## src/rtl/pipeline4_mem_wb_pkg.sv

```systemverilog
// Shared processor definitions for the MEM/WB stage: widths, opcodes and opcode classification.
// Optional feature: MEMWB_TIMEOUT_EN (see pipeline4_mem_wb.sv).
package pipeline4_mem_wb_pkg;

  localparam int DATA_W_DEF     = 16;
  localparam int MEM_W_DEF      = 16;
  localparam int REG_ADDR_W_DEF = 5;
  localparam int CTRL_W_DEF     = 6;

  localparam logic [CTRL_W_DEF-1:0] OP_NOP    = 6'd0;
  localparam logic [CTRL_W_DEF-1:0] OP_ADD    = 6'd1;
  localparam logic [CTRL_W_DEF-1:0] OP_SUB    = 6'd2;
  localparam logic [CTRL_W_DEF-1:0] OP_MUL    = 6'd3;
  localparam logic [CTRL_W_DEF-1:0] OP_DIV    = 6'd4;
  localparam logic [CTRL_W_DEF-1:0] OP_AND    = 6'd5;
  localparam logic [CTRL_W_DEF-1:0] OP_OR     = 6'd6;
  localparam logic [CTRL_W_DEF-1:0] OP_NOT    = 6'd7;
  localparam logic [CTRL_W_DEF-1:0] OP_LW     = 6'd8;
  localparam logic [CTRL_W_DEF-1:0] OP_SW     = 6'd9;
  localparam logic [CTRL_W_DEF-1:0] OP_LW_IMM = 6'd10;
  localparam logic [CTRL_W_DEF-1:0] OP_CMP    = 6'd11;
  localparam logic [CTRL_W_DEF-1:0] OP_JR     = 6'd12;
  localparam logic [CTRL_W_DEF-1:0] OP_JPC    = 6'd13;
  localparam logic [CTRL_W_DEF-1:0] OP_BRFL   = 6'd14;
  localparam logic [CTRL_W_DEF-1:0] OP_CALL   = 6'd15;
  localparam logic [CTRL_W_DEF-1:0] OP_RET    = 6'd16;

  // Opcodes whose execute-stage result goes straight to the register file.
  function automatic logic is_alu_wb(input logic [CTRL_W_DEF-1:0] op);
    case (op)
      OP_LW_IMM, OP_ADD, OP_SUB, OP_MUL,
      OP_DIV, OP_AND, OP_OR, OP_NOT: is_alu_wb = 1'b1;
      default:                       is_alu_wb = 1'b0;
    endcase
  endfunction

endpackage

```

## src/rtl/pipeline4_mem_wb_watchdog.sv

```systemverilog
// memwb_watchdog: counts MEM cycles without ack and flags expiry on the cycle the limit is reached.
// Only instantiated when MEMWB_TIMEOUT_EN is defined.
module memwb_watchdog #(
  parameter int TIMEOUT_CYCLES = 16
) (
  input  logic clk_in,
  input  logic rst_n_i,
  input  logic start_i,
  input  logic busy_i,
  input  logic ack_i,
  output logic expire_o
);

  localparam int CNT_W = $clog2(TIMEOUT_CYCLES + 1);

  logic [CNT_W-1:0] cnt_q;

  always_ff @(posedge clk_in) begin
    if (!rst_n_i || start_i) begin
      cnt_q <= '0;
    end else if (busy_i && !ack_i) begin
      cnt_q <= cnt_q + 1'b1;
    end
  end

  // Expires on the edge ending the TIMEOUT_CYCLES-th unacknowledged MEM cycle; ack wins.
  assign expire_o = busy_i && !ack_i && (cnt_q == CNT_W'(TIMEOUT_CYCLES - 1));

endmodule

```

## src/rtl/pipeline4_mem_wb.sv

```systemverilog
// Pipeline stage 4: data-memory load/store over req/ack and register-file write-back.
// Optional MEMWB_TIMEOUT_EN adds a watchdog that abandons stuck transfers and sets sticky mem_err.
module pipeline4_mem_wb
  import pipeline4_mem_wb_pkg::*;
#(
  parameter int DATA_WIDTH     = DATA_W_DEF,
  parameter int MEM_WIDTH      = MEM_W_DEF,
  parameter int REG_ADDR_WIDTH = REG_ADDR_W_DEF,
  parameter int CTRL_WIDTH     = CTRL_W_DEF,
  parameter int TIMEOUT_CYCLES = 16
) (
  input  logic                      clk_in,
  input  logic                      RST,
  input  logic [CTRL_WIDTH-1:0]     ctrl_in,
  input  logic                      mem_we,
  input  logic [DATA_WIDTH-1:0]     data,
  input  logic [MEM_WIDTH-1:0]      addr,
  input  logic [REG_ADDR_WIDTH-1:0] reg_addr,
  output logic                      stall,
  output logic                      dmem_req,
  output logic                      dmem_we,
  output logic [MEM_WIDTH-1:0]      dmem_addr,
  output logic [DATA_WIDTH-1:0]     dmem_wdata,
  input  logic [DATA_WIDTH-1:0]     dmem_rdata,
  input  logic                      dmem_ack,
  output logic                      rf_we,
  output logic [REG_ADDR_WIDTH-1:0] rf_addr,
  output logic [DATA_WIDTH-1:0]     rf_data,
  output logic                      mem_err
);

  typedef enum logic [1:0] {S_IDLE = 2'd0, S_MEM = 2'd1, S_WB = 2'd2} state_t;

  state_t                    state_q;
  logic                      req_q, dwe_q, rf_we_q;
  logic [MEM_WIDTH-1:0]      daddr_q;
  logic [DATA_WIDTH-1:0]     wdata_q, rf_data_q;
  logic [REG_ADDR_WIDTH-1:0] ld_reg_q, rf_addr_q;
  logic                      start_mem, expire;

  assign start_mem = (state_q == S_IDLE) && (mem_we || (ctrl_in == OP_LW));

`ifdef MEMWB_TIMEOUT_EN
  logic err_q;

  memwb_watchdog #(.TIMEOUT_CYCLES(TIMEOUT_CYCLES)) u_watchdog (
    .clk_in   (clk_in),
    .rst_n_i  (RST),
    .start_i  (start_mem),
    .busy_i   (state_q == S_MEM),
    .ack_i    (dmem_ack),
    .expire_o (expire)
  );

  always_ff @(posedge clk_in) begin
    if (!RST)        err_q <= 1'b0;
    else if (expire) err_q <= 1'b1;
  end

  assign mem_err = err_q;
`else
  assign expire  = 1'b0;
  assign mem_err = 1'b0;
`endif

  always_ff @(posedge clk_in) begin
    if (!RST) begin
      state_q   <= S_IDLE;
      req_q     <= 1'b0;
      dwe_q     <= 1'b0;
      daddr_q   <= '0;
      wdata_q   <= '0;
      ld_reg_q  <= '0;
      rf_we_q   <= 1'b0;
      rf_addr_q <= '0;
      rf_data_q <= '0;
    end else begin
      rf_we_q <= 1'b0;
      case (state_q)
        S_IDLE: begin
          if (start_mem) begin
            state_q  <= S_MEM;
            req_q    <= 1'b1;
            dwe_q    <= mem_we;
            daddr_q  <= addr;
            wdata_q  <= data;
            ld_reg_q <= reg_addr;
          end else if (is_alu_wb(ctrl_in) && (reg_addr != '0)) begin
            rf_we_q   <= 1'b1;
            rf_addr_q <= reg_addr;
            rf_data_q <= data;
          end
        end
        S_MEM: begin
          if (dmem_ack) begin
            req_q <= 1'b0;
            if (dwe_q) begin
              state_q <= S_IDLE;
            end else begin
              state_q <= S_WB;
              // r0 is read-only: the load completes but nothing is written.
              if (ld_reg_q != '0) begin
                rf_we_q   <= 1'b1;
                rf_addr_q <= ld_reg_q;
                rf_data_q <= dmem_rdata;
              end
            end
          end else if (expire) begin
            req_q   <= 1'b0;
            state_q <= S_IDLE;
          end
        end
        default: state_q <= S_IDLE;
      endcase
    end
  end

  assign stall      = (state_q != S_IDLE);
  assign dmem_req   = req_q;
  assign dmem_we    = dwe_q;
  assign dmem_addr  = daddr_q;
  assign dmem_wdata = wdata_q;
  assign rf_we      = rf_we_q;
  assign rf_addr    = rf_addr_q;
  assign rf_data    = rf_data_q;

endmodule
```

## config.mk

```make
export PLATFORM = sky130hd
export DESIGN_NAME = pipeline4_mem_wb
export DESIGN_NICKNAME = d
export VERILOG_FILES = /design/src/rtl/pipeline4_mem_wb_pkg.sv /design/src/rtl/pipeline4_mem_wb_watchdog.sv /design/src/rtl/pipeline4_mem_wb.sv
export SDC_FILE = /design/constraint.sdc
export NUM_CORES = 1
export LEC_CHECK = 0
export ABC_AREA = 0
export BUFFER_PORTS_ARGS = -buffer_cell sky130_fd_sc_hd__clkbuf_2
export CORE_MARGIN = 3
export CORE_UTILIZATION = 48
export CTS_BUF_LIST = sky130_fd_sc_hd__clkbuf_16
export CTS_CLUSTER_SIZE = 20
export DETAILED_ROUTE_END_ITERATION = 10
export PLACE_DENSITY = 0.89
export SYNTH_ARGS = -nofsm -noshare
export SYNTH_HDL_FRONTEND = slang
export SYNTH_SLANG_ARGS = --single-unit
```

## constraint.sdc

```tcl
create_clock -name clk_in -period 2 [get_ports clk_in]
set_input_delay 0 -clock clk_in [delete_from_list [all_inputs] [get_ports clk_in]]
set_output_delay 0 -clock clk_in [all_outputs]
set_load 0.02 [all_outputs]
```

==> run summary, run 1 <==
The fraction of registers with async set/reset was 0. Simple-gate share of the synthesized area: 0.181. The worst path in the final design needs a cycle of 1.73 ns, including I/O delays and setup. Across the VDD grid, the largest voltage drop is 0.000542 V. The pre-antenna-repair detailed-routing pass consisted of 5 iterations. Timing analysis after detailed placement gives a worst setup slack of 0.277 ns. The count of buffers added on input and output ports is 119. Setup total negative slack on the finished layout was measured at 0 ns. Along the worst path, the maximum fanout reaches 39. For this block, the initial DRC count from the detailed router was 159. Max-slew violation count: 0.

STA classifies the critical path endpoint as an output pin. In this run the critical register-to-register path is launched from state_q[1]. The routed wire length is 8.48 mm.

For the area inside the core boundary, the log shows 5680 sq um. The total power was 3.40 mW. The fraction of the mapped netlist area in compound gates was 0.238; the HPWL after detailed placement was 5.50 mm. The initial cell density of the core was 0.509; the depth of the worst register-to-register path was 5. The die covers 6990 sq um. The routed wirelength normalized by instance count was 15.6 um.

Entering global routing, the biggest net connects 40 pins. The share of synthesized area spent on multiplexers was 0.0883. Post-CTS timing repair inserted 0 buffers for setup. Summed over all layers, the global routing overflow is 0. The post-synthesis share of cell area spent on full adders, half adders and majority gates was 0. Dividing total power by cell area gives a power density of 820 nW/um^2. During I/O placement, the number of pins put on the boundary was 121. The worst slew margin relative to its limit was 0.340; the ratio of final minimum period to clock period was 0.864.

The ratio of routed vias to standard cells is 5.46. The clock tree root buffer cell is sky130_fd_sc_hd__clkbuf_16. The launching element type of the critical path is a register. The leading register cell type out of synthesis is sky130_fd_sc_hd__dfxtp_1. The run gives 2959 as the total via count in the routed design. For the worst setup path, the data required time is 2.00 ns. The first global-routing pass estimated 14.0 mm of wire.

The number of hold-slack violations in the final timing report is 0, and the number of placement rows is 27. The overall fraction of global-route tracks in use was 0.243. The run gives 1.73 ns as the data arrival time of the critical path. Sequential fraction of the synthesis area: 0.436. The placed instances occupy a cell area of 3510 sq um.

The logs give 0.28 ns for the register-to-register setup slack and 529 for the number of nets in the finished design. The final non-filler cell area came out at 4150 sq um. Setup repair after global routing left no endpoint under its margin. Post-synth net total: 384.

The analysis attributes to cell leakage a power of 1.90 nW. The clock reaches the later pin of the worst-skew pair after 0.32 ns. Across all setup checks in the final design, the least slack found is 0.271 ns. Yosys mapped a number of flops with a built-in enable equal to 0. Yosys mapped the design onto 35 distinct sky130hd cell types.

The flow ran to the end, and the final reports show no timing, DRC or antenna violations. The netlist area before placement was 2890 sq um; the layout cell share with drive strength beyond 1 was 0.328. Post-cts repair resize count: 0. The min-delay analysis places its worst path in the category in -> reg.

Synthesis handed over a netlist of 321 instances. In the routed design, unresolved DRC markers number 0. Number of violations of the max-capacitance limit: 0. Transition at the pin with the smallest max-transition slack: 0.990 ns. The category of the most critical setup path is reg -> out. The logs give 2963 for the number of global-route vias before repair and 63 for the total clock sinks. Setup violations remaining at the end of the flow were counted as 0. During synthesis, Yosys emitted a total of 0 warnings. Measured along the x axis, the die boundary spans 83.6 um.

TritonCTS built the clock tree. The die height is 83.6 um. The number of nets still failing antenna checks after routing is 0, and the routability-driven placement congestion ratio is 0.868. The endpoint of the worst-slack reg-to-reg timing path is rf_data[4]. The tools report the worst hold endpoint as dmem_we. For the hold buffer count at CTS, the log shows 38. The initial antenna violation count was 0; the maximum clock insertion buffer count was 2.

Synthesis inferred 63 register bits. The peak clock frequency supported by timing was 578 MHz. Clock tree synthesis inserted a total of 9 buffers. Main combinational cell family by area after synthesis: compound AO/OA/AOI/OAI gates.

Counting instances, the worst hold path has a depth of 3. The antenna cell count is 0. Hold path startpoint: mem_we. The area growth from synthesis to layout is 43.5%. The average instance in the mapped netlist occupies 9.00 sq um.

The deepest level of the CTS H-tree is 3, and the clock slew seen by the registers of the worst setup and hold paths is 0.05 ns. The logs give 0.00713 ns for the worst-case clock skew and 0.0773 ns for the hold slack. The post-synthesis xor/xnor area fraction is 0.
cell usage in the layout, fill, tap and decap left out, types with 2 or more instances in the layout:
cell,instances
sky130_fd_sc_hd__dlygate4sd3_1,38
sky130_fd_sc_hd__mux2_2,4
sky130_fd_sc_hd__buf_4,8
sky130_fd_sc_hd__clkinv_2,3
sky130_fd_sc_hd__nor3b_1,2
sky130_fd_sc_hd__o21ai_0,19
sky130_fd_sc_hd__nand2_1,26
sky130_fd_sc_hd__nand3_1,39
sky130_fd_sc_hd__clkbuf_16,9
sky130_fd_sc_hd__mux2i_1,21
sky130_fd_sc_hd__a21boi_1,37
sky130_fd_sc_hd__nor3_1,2
sky130_fd_sc_hd__clkbuf_2,119
sky130_fd_sc_hd__nor2b_1,2
sky130_fd_sc_hd__and2_1,2
sky130_fd_sc_hd__nor2_1,3
sky130_fd_sc_hd__a22oi_1,2
sky130_fd_sc_hd__dfxtp_1,63
sky130_fd_sc_hd__o21ai_1,19
sky130_fd_sc_hd__o211ai_1,16
sky130_fd_sc_hd__nand2b_1,17
power by group:
part / internal (mW) / switching, mW
combinational: 0.292 / 0.390
sequential: 1.34 / 0.0520
clock: 0.813 / 0.509
flip-flops by register name, indices dropped and copies added (netlist names):
register and flops:
dmem_wdata 16, dmem_addr 16, rf_addr 5, dmem_req 1, state_q 2, rf_we 1, ld_reg_q 5, dmem_we 1
rf_data 16
worst max path at each step:
stage,start,endpoint,slack [ns],cells past startpoint
2_1_floorplan,state_q[0],ld_reg_q[3],0.49,6
4_1_cts,state_q[1],rf_data[4],0.28,5
3_3_place_gp,state_q[0],rf_data[9],0.37,5
6_report,state_q[1],stall,0.27,3
3_5_place_dp,ctrl_in[3],dmem_addr[11],0.28,6
5_1_grt,state_q[0],rf_data[10],0.14,5
stage by stage:
step / instances / util
final: 542 / 0.731
after floorplan: 321 / -
after detailed placement: 489 / 0.619
after global routing: 542 / 0.731
after global placement: 489 / 0.619
after CTS: 542 / 0.731
cell families after synthesis:
group | after synthesis
mux | 25
simple gates | 99
flops | 63
other cells | 1
compound gates | 100
buf+inv | 33
critical path, cell delays in order, from the launching register on:
cell	delay [ns]
sky130_fd_sc_hd__dfxtp_1	0.49
sky130_fd_sc_hd__nor2_4	0.15
sky130_fd_sc_hd__inv_2	0.49
sky130_fd_sc_hd__clkbuf_2	0.28
Yosys cell counts (2+ instances only):
cell                       instances  share of area
sky130_fd_sc_hd__dfxtp_1          63           0.44
sky130_fd_sc_hd__nand3_1          39          0.068
sky130_fd_sc_hd__a21boi_1         37          0.096
sky130_fd_sc_hd__nand2_1          26          0.034
sky130_fd_sc_hd__mux2i_1          21          0.073
sky130_fd_sc_hd__clkbuf_1         19          0.025
sky130_fd_sc_hd__o21ai_0          19          0.033
sky130_fd_sc_hd__o21ai_1          19          0.033
sky130_fd_sc_hd__nand2b_1         17          0.037
sky130_fd_sc_hd__o211ai_1         16          0.042
sky130_fd_sc_hd__buf_2             7          0.012
sky130_fd_sc_hd__mux2_2            4          0.016
sky130_fd_sc_hd__nor2_1            4         0.0052
sky130_fd_sc_hd__buf_4             3         0.0078
sky130_fd_sc_hd__a22oi_1           2         0.0052
sky130_fd_sc_hd__and2_1            2         0.0043
sky130_fd_sc_hd__buf_6             2         0.0078
sky130_fd_sc_hd__nor2b_1           2         0.0043
sky130_fd_sc_hd__nor3_1            2         0.0035
sky130_fd_sc_hd__nor3b_1           2         0.0052
layout make-up:
| cell class | instances | area (sq um) |
|---|---|---|
| clock buffer | 9 | 225 |
| fill | 400 | 1530 |
| inverter | 1 | 3.75 |
| multi-input combinational | 225 | 1480 |
| timing repair buffer | 166 | 1060 |
| sequential | 63 | 1260 |
| clock inverter | 6 | 30.0 |
| tap | 72 | 90.1 |
layer usage:
metal / GRT usage / share of wire
met1: 0.285 / 0.40
met2: 0.414 / 0.51
met3: 0.0563 / 0.052
met4: 0.118 / 0.036
met5: 0 / 0
No activity file was read; power rests on OpenSTA's default activity.
==> inputs of run 2 (changes only) <==
Settings changed: ABC_AREA 0 to 1.
==> run 2 against run 1 <==
Worst hold slack worse by 0.068 ns. Sequential cell count unchanged. Clock-buffer cell count unchanged. Final area down 2.5%. Global-route usage up 0.076 points. Clock power up 11%. Maximum frequency up 3.9%. Die area down 0.24%. Critical endpoint is now rf_data[8]. Largest cell class unchanged.
==> run summary, run 2 <==
The run finished with clean final reports. The met3 wire length is 594 um (was 437 um). Chain of cells forming the critical path: inv_1, or2_4, nor3_4, nand2_4, a21oi_1, nor2_1 (was nor2_4, inv_2, clkbuf_2).

The ratio of final minimum period to clock period is 0.832 (was 0.864), and the first-pass iteration count of the detailed router is 4 (was 5). The clock tree root buffer cell is sky130_fd_sc_hd__clkbuf_16 (unchanged). The number of cells after detailed placement is 574 (was 489), and the routed wire length is 8.47 mm (was 8.48 mm).

The register cell area after layout came out at 1260 sq um (unchanged). The most instantiated library cell after synthesis was sky130_fd_sc_hd__nor2_1 (was sky130_fd_sc_hd__dfxtp_1). Most frequent standard cell in the layout excluding fill and tap cells: sky130_fd_sc_hd__clkbuf_2 (unchanged). The initial cell density of the core was 0.511 (was 0.509); the count of synthesis-stage warnings from yosys was 0 (unchanged). The max-slew violation count came out at 0 (unchanged). Launching element type of the critical path: a register (unchanged). The run gives 0.00638 ns (was 0.00713 ns) as the worst-case clock skew. The combined area of the multi-input logic cells was 1300 sq um (was 1480 sq um); the post-synth net total was 468 (was 384). The leading register cell type out of synthesis was sky130_fd_sc_hd__dfxtp_1 (unchanged).

The tools report the overall fraction of global-route tracks in use as 0.244 (was 0.243). Category of the most critical setup path: reg -> reg (was reg -> out). The fraction of post-synthesis cell area in the top cell type by area is 0.438 (was 0.436), and the sequential fraction of the synthesis area is 0.438 (was 0.436). Setup repair after global routing left no endpoint under its margin. Die outline area: 6970 sq um (was 6990 sq um). The distinct cell type count after synthesis is 24 (was 35), and the utilization after layout is 0.717 (was 0.731). Commonest cells after routing, fill and taps aside: 119 x sky130_fd_sc_hd__clkbuf_2, 93 x sky130_fd_sc_hd__nor2_1, 80 x sky130_fd_sc_hd__nand2_1 (was 119 x sky130_fd_sc_hd__clkbuf_2, 63 x sky130_fd_sc_hd__dfxtp_1, 39 x sky130_fd_sc_hd__nand3_1). The tools report the number of hold-slack violations in the final timing report as 0 (unchanged).

The class of the worst hold path was in -> reg (unchanged). Layout cell share with drive strength beyond 1: 0.289 (was 0.328). The largest voltage drop on the vdd net came out at 0.000570 V (was 0.000542 V).

For the number of post-CTS setup repair buffers, the log shows 0 (unchanged). The ratio of total power to cell area was 899 nW/um^2 (was 820 nW/um^2). The HPWL after detailed placement was 5.42 mm (was 5.50 mm); the post-cts repair resize count was 0 (unchanged).

The tools report the number of placement rows as 27 (unchanged). The number of filler instances in the final layout is 468 (was 400), and the number of nets still failing antenna checks after routing is 0 (unchanged). Die width: 83.5 um (was 83.6 um).

The total via count in the routed design is 3120 (was 2959). The run gives 63 (unchanged) as the total clock sinks. The largest stage delay on the critical path was 0.34 ns (was 0.49 ns); the worst path buffer plus inverter count was 1 (was 2). The ratio of routed vias to standard cells was 4.99 (was 5.46). The tools report the sort of element at the end of the critical path as a register (was an output pin). The antenna cell count was 0 (unchanged); the violation count after the first detailed-route iteration was 122 (was 159).

The netlist area before placement came out at 2880 sq um (was 2890 sq um). The clock slew seen by the registers of the worst setup and hold paths came out at 0.05 ns (about the same). Largest delay contributor family on the critical path: simple AND/OR/NAND/NOR gates (was buffers and inverters). The run gives 2 (unchanged) as the maximum clock insertion buffer count. The number of nets in the finished design was 611 (was 529).

Number of global-route vias before repair: 2967 (was 2963). The total negative slack came out at 0 ns (unchanged). For the worst-skew pair later-pin latency, the log shows 0.33 ns (was 0.32 ns).

The hold buffer count at CTS was 35 (was 38). Most used standard cells in the synthesized netlist: 93 x sky130_fd_sc_hd__nor2_1, 80 x sky130_fd_sc_hd__nand2_1, 63 x sky130_fd_sc_hd__dfxtp_1 (was 63 x sky130_fd_sc_hd__dfxtp_1, 39 x sky130_fd_sc_hd__nand3_1, 37 x sky130_fd_sc_hd__a21boi_1). The routability-driven placement congestion ratio came out at 0.860 (was 0.868).

The run gives 9 (unchanged) as the number of CTS-inserted buffers. The number of setup violations in the final report was 0 (unchanged); the post-synthesis average cell area was 7.12 sq um (was 9.00 sq um). The port buffer count was 119 (unchanged).

The cell type contributing the most total cell area after synthesis is sky130_fd_sc_hd__dfxtp_1 (unchanged). The transition at the pin with the smallest max-transition slack came out at 0.666 ns (was 0.990 ns). The aggregate global routing overflow was 0 (unchanged).

The standard cell with the maximum stage delay on the critical path is sky130_fd_sc_hd__or2_4 (was sky130_fd_sc_hd__dfxtp_1). The number of enable flip-flop cells after synthesis works out to 0 (unchanged). The reported leakage power came out at 2.19 nW (was 1.90 nW). The logs give 0 (unchanged) for the number of violations of the max-capacitance limit and 13.7 mm (was 14.0 mm) for the wire length of the first global-routing pass.

The length of routed wiring on met1 is 3.34 mm (was 3.42 mm), and the critical-path maximum fanout is 43 (was 39). Number of standard cells after synthesis: 405 (was 321). The worst slew margin relative to its limit was 0.556 (was 0.340); the routed wirelength normalized by instance count was 13.5 um (was 15.6 um). The critical path required time is 2.21 ns (was 2.00 ns). The tools report the deepest level of the CTS H-tree as 3 (unchanged).

Largest cells by area after synthesis: sky130_fd_sc_hd__dfxtp_1 44%, sky130_fd_sc_hd__nor2_1 12%, sky130_fd_sc_hd__nand2_1 10%, sky130_fd_sc_hd__o21ai_0 7.6%, sky130_fd_sc_hd__nand3_2 6.3% (was sky130_fd_sc_hd__dfxtp_1 44%, sky130_fd_sc_hd__a21boi_1 9.6%, sky130_fd_sc_hd__mux2i_1 7.3%, sky130_fd_sc_hd__nand3_1 6.8%, sky130_fd_sc_hd__o211ai_1 4.2%). The number of synthesized register bits works out to 63 (unchanged). The logs give 0 (unchanged) for the DRC violation count after routing and 601 MHz (was 578 MHz) for the peak clock frequency supported by timing.

The time the final worst path needs with I/O delays and setup is 1.66 ns (was 1.73 ns), and the post-route non-filler standard cell count is 625 (was 542). TritonCTS built the clock tree. The area added between synthesis and finish is 40.3% (was 43.5%). The tools report the area inside the core boundary as 5640 sq um (was 5680 sq um). The met2 layer wire length in the routed design is 4.27 mm (was 4.31 mm). Uppermost metal layer occupied by signal nets: met4 (unchanged). The number of ports placed on the die boundary was 121 (unchanged).

The die height is 83.5 um (was 83.6 um), and the data arrival time of the critical path is 1.87 ns (was 1.73 ns). The maximum number of pins on one net before global-route repair was 44 (was 40). The initial antenna violation count is 0 (unchanged), and the fraction of registers with async set/reset is 0 (unchanged).
## run 2: final timing paths
| check | from | endpoint | slack (ns) | cells past startpoint |
|---|---|---|---|---|
| worst max register to register | state_q[0] | rf_data[8] | 0.34 | 6 |
| worst max-delay path | state_q[0] | rf_data[8] | 0.34 | 6 |
| worst min-delay path | reg_addr[2] | ld_reg_q[2] | 0.009 | 3 |
| worst min register to register | ld_reg_q[2] | ld_reg_q[2] | 0.47 | 2 |
## run 2: area by class of cell
| cell class | instances | area share |
|---|---|---|
| Clock buffer | 9 | 0.0557 |
| Timing Repair Buffer | 158 | 0.241 |
| Tap cell | 72 | 0.0223 |
| Inverter | 36 | 0.0334 |
| Clock inverter | 7 | 0.0139 |
| Multi-Input combinational cell | 280 | 0.321 |
| Sequential cell | 63 | 0.312 |
## run 2: through the flow
step                      setup WS (ns)  total power, mW  area [sq um]  hold slack, ns
after floorplan                   0.673             1.91          2880           0.147
after global placement            0.424             2.10          3410           0.248
after detailed placement          0.356             2.12          3410           0.261
after CTS                         0.337             3.65          4040         0.00191
after global routing              0.117             3.81          4040          0.0288
final                             0.337             3.64          4040         0.00940
## run 2: worst min-delay path, delay by kind of cell
family / cells / cell delay, ns
AO/OA/AOI/OAI: 2 / 0.18
buffers and inverters: 1 / 0.11
## run 2: power by group
group          total [mW]  switching (mW)  internal [mW]
sequential           1.43          0.0605           1.37
combinational       0.738           0.454          0.284
clock                1.47           0.528          0.942
## run 2: per-layer routing
metal	GRT usage	vias to the layer above
li1	-	1556
met1	0.269	1395
met2	0.435	140
met3	0.0691	29
met4	0.105	0
met5	0	-
## run 2: cells by family (layout without fill, tap and decap cells)
logic type | Yosys count | count (layout) | share of synthesized area
simple gates | 205 | 205 | 0.321
flops | 63 | 63 | 0.438
compound gates | 74 | 74 | 0.128
other cells | 1 | 1 | 0.00130
buf+inv | 62 | 210 | 0.112
==> inputs of run 3 (changes only) <==
Settings changed: ABC_AREA 1 to 0.
Clock period 2 ns to 1.7 ns, I/O delays scaled along.
==> run 3 against run 2 <==
Maximum frequency is 6.8% higher. Global-route usage is 0.23 points higher. Combinational power up 11%. Die area rose by 0.24%. Total power rose by 16%. Final area up 4.4%. Non-clock buffer count increased by 12. Worst hold slack better by 0.022 ns. Clock power grew 20%. Critical path depth decreased by 1. Final cell count down 12%. Critical path type unchanged. Critical endpoint is now rf_data[1].
==> run summary, run 3 (synthesis gave the netlist of run 1 again) <==
Ratio of final minimum period to clock period: 0.916 (was 0.832). The run gives 0 (unchanged) as the aggregate global routing overflow. The sort of element at the end of the critical path is a register (unchanged). The tools report the number of global-route vias before repair as 2942 (was 2967). The endpoint of the worst-slack reg-to-reg timing path was rf_data[1] (was rf_data[8]). The die width was 83.6 um (was 83.5 um).

For the number of nets in the finished design, the log shows 533 (was 611). Commonest cells after routing, fill and taps aside: 119 x sky130_fd_sc_hd__clkbuf_2, 63 x sky130_fd_sc_hd__dfxtp_1, 39 x sky130_fd_sc_hd__nand3_1 (was 119 x sky130_fd_sc_hd__clkbuf_2, 93 x sky130_fd_sc_hd__nor2_1, 80 x sky130_fd_sc_hd__nand2_1). The clock slew seen by the registers of the worst setup and hold paths was 0.05 ns (about the same). The critical path required time was 1.90 ns (was 2.21 ns). The depth of the worst register-to-register path is 5 (was 6), and the largest stage delay on the critical path is 0.47 ns (was 0.34 ns). The post-placement worst setup slack is 0.0279 ns (was 0.356 ns), and the antenna cell count is 0 (unchanged).

The initial cell density of the core is 0.509 (was 0.511), and the number of hold-slack violations in the final timing report is 0 (unchanged). The total placed instance area is 3540 sq um (was 3410 sq um). For the HPWL after detailed placement, the log shows 5.53 mm (was 5.42 mm).

The run gives 27 (unchanged) as the number of placement rows. DRC violation count after routing: 0 (unchanged). The die height is 83.6 um (was 83.5 um), and the overall fraction of global-route tracks in use is 0.246 (was 0.244). For the data arrival time of the critical path, the log shows 1.75 ns (was 1.87 ns). The ratio of routed vias to standard cells came out at 5.49 (was 4.99).

The launching instance or port of the critical path is state_q[1] (was state_q[0]). The total negative slack is 0 ns (unchanged). The tools report the maximum number of pins on one net before global-route repair as 40 (was 44). The final non-filler cell area is 4220 sq um (was 4040 sq um). For the final critical-path setup slack, the log shows 0.143 ns (was 0.337 ns). Launching element type of the critical path: a register (unchanged). For the deepest level of the CTS H-tree, the log shows 3 (unchanged).

Chain of cells forming the critical path: nor3b_2, a221oi_2, o2111ai_4, buf_6, mux2i_1 (was inv_1, or2_4, nor3_4, nand2_4, a21oi_1, nor2_1). The standard cell with the maximum stage delay on the critical path is sky130_fd_sc_hd__dfxtp_1 (was sky130_fd_sc_hd__or2_4). The total clock sinks was 63 (unchanged); the die outline area was 6990 sq um (was 6970 sq um). The time the final worst path needs with I/O delays and setup works out to 1.56 ns (was 1.66 ns).

Max-slew violation count: 0 (unchanged). The logs give 14.0 mm (was 13.7 mm) for the wire length of the first global-routing pass and 0.000646 V (was 0.000570 V) for the largest voltage drop on the vdd net. The port buffer count is 119 (unchanged), and the reported leakage power is 1.94 nW (was 2.19 nW). The total via count in the routed design is 3003 (was 3120), and the area added between synthesis and finish is 46.0% (was 40.3%). The startpoint of the lowest-slack register-to-register path is state_q[1] (was state_q[0]). The clock tree root buffer cell is sky130_fd_sc_hd__clkbuf_16 (unchanged).

For the peak clock frequency supported by timing, the log shows 642 MHz (was 601 MHz). The tools report the routability-driven placement congestion ratio as 0.936 (was 0.860). The number of post-CTS setup repair buffers was 0 (unchanged). The class of the worst hold path is in -> reg (unchanged). The routed wirelength normalized by instance count was 15.8 um (was 13.5 um); the post-route non-filler standard cell count was 547 (was 625). TritonCTS built the clock tree.

The first-pass iteration count of the detailed router was 5 (was 4); the worst-skew pair later-pin latency was 0.32 ns (was 0.33 ns). The number of ports placed on the die boundary came out at 121 (unchanged). The category of the most critical setup path was reg -> reg (unchanged).

The number of setup violations in the final report is 0 (unchanged). The most frequent standard cell in the layout excluding fill and tap cells was sky130_fd_sc_hd__clkbuf_2 (unchanged). The violation count after the first detailed-route iteration came out at 160 (was 122).

The capturing element of the worst setup path is rf_data[1] (was rf_data[8]). For the routed wire length, the log shows 8.64 mm (was 8.47 mm). The layout cell share with drive strength beyond 1 was 0.339 (was 0.289); the register-to-register setup slack was 0.14 ns (was 0.34 ns).

The number of CTS-inserted buffers came out at 9 (unchanged). Setup repair after global routing left no endpoint under its margin. Initial antenna violation count: 0 (unchanged).

The number of violations of the max-capacitance limit was 0 (unchanged); the ratio of total power to cell area was 998 nW/um^2 (was 899 nW/um^2). Maximum clock insertion buffer count: 2 (unchanged). The flow ran to the end, and the final reports show no timing, DRC or antenna violations. The area inside the core boundary was 5680 sq um (was 5640 sq um).

The number of cells after detailed placement is 493 (was 574). The critical-path maximum fanout is 16 (was 43). The number of nets still failing antenna checks after routing is 0 (unchanged), and the worst-case clock skew is 0.00559 ns (was 0.00638 ns).
-- run 3: cell types whose count changed in the layout (fill, tap and decap cells not counted), sizes merged, moves of 21 or more --
cell    delta
mux2i     +21
nand2     -57
inv       -36
a21boi    +37
a21oi     -29
nor2      -89
-- run 3: worst min path at each step --
| stage | from | to | cells past startpoint |
|---|---|---|---|
| 2_1_floorplan | addr[0] | dmem_addr[0] | 2 |
| 3_3_place_gp | addr[7] | dmem_addr[7] | 3 |
| 3_5_place_dp | addr[15] | dmem_addr[15] | 3 |
| 4_1_cts | mem_we | dmem_we | 3 |
| 5_1_grt | mem_we | dmem_we | 3 |
| 6_report | mem_we | dmem_we | 3 |
-- run 3: what timing repair did --
item | CTS | global route
endpoints found under the setup margin | 0 | 15
resized for setup | 0 | 2
hold endpoints to repair | 38 | 0
hold buffers | 38 | 0
-- run 3: per-stage QoR --
stage / util / power, mW / hold WS (ns)
after floorplan: - / 2.13 / 0.147
after global placement: 0.624 / 2.38 / 0.233
after detailed placement: 0.624 / 2.40 / 0.243
after CTS: 0.742 / 4.23 / 0.0179
after global routing: 0.744 / 4.39 / 0.0525
final: 0.744 / 4.21 / 0.0316
-- run 3: final cells by class --
type	instances	area (sq um)
inverters	1	3.75
repair buffers	170	1090
flip-flops and latches	63	1260
multi-input cells	225	1490
clock buffers	9	225
well taps	72	90.1
clock inverters	7	63.8
fillers	384	1460
-- run 3: report_power, final --
part,leakage [nW],switching (mW),internal [mW]
registers,0.516,0.0601,1.58
clock network,0.139,0.636,1.12
logic,1.28,0.464,0.354
total,1.94,1.16,3.05
-- run 3: layer usage --
| metal | part of all wire | global-route usage | wire [um] | up-vias |
|---|---|---|---|---|
| li1 | - | - | - | 1444 |
| met2 | 0.51 | 0.416 | 4370 | 129 |
| met5 | 0 | 0 | 0 | - |
| met1 | 0.40 | 0.286 | 3420 | 1403 |
| met4 | 0.036 | 0.120 | 307 | 0 |
| met3 | 0.063 | 0.0661 | 545 | 27 |
-- run 3: worst max-delay path, delay by kind of cell, from the launching register on --
| family | cells | cell delay [ns] |
|---|---|---|
| compound gates | 2 | 0.50 |
| flops | 1 | 0.47 |
| buf+inv | 1 | 0.22 |
| mux | 1 | 0.14 |
| simple gates | 1 | 0.10 |
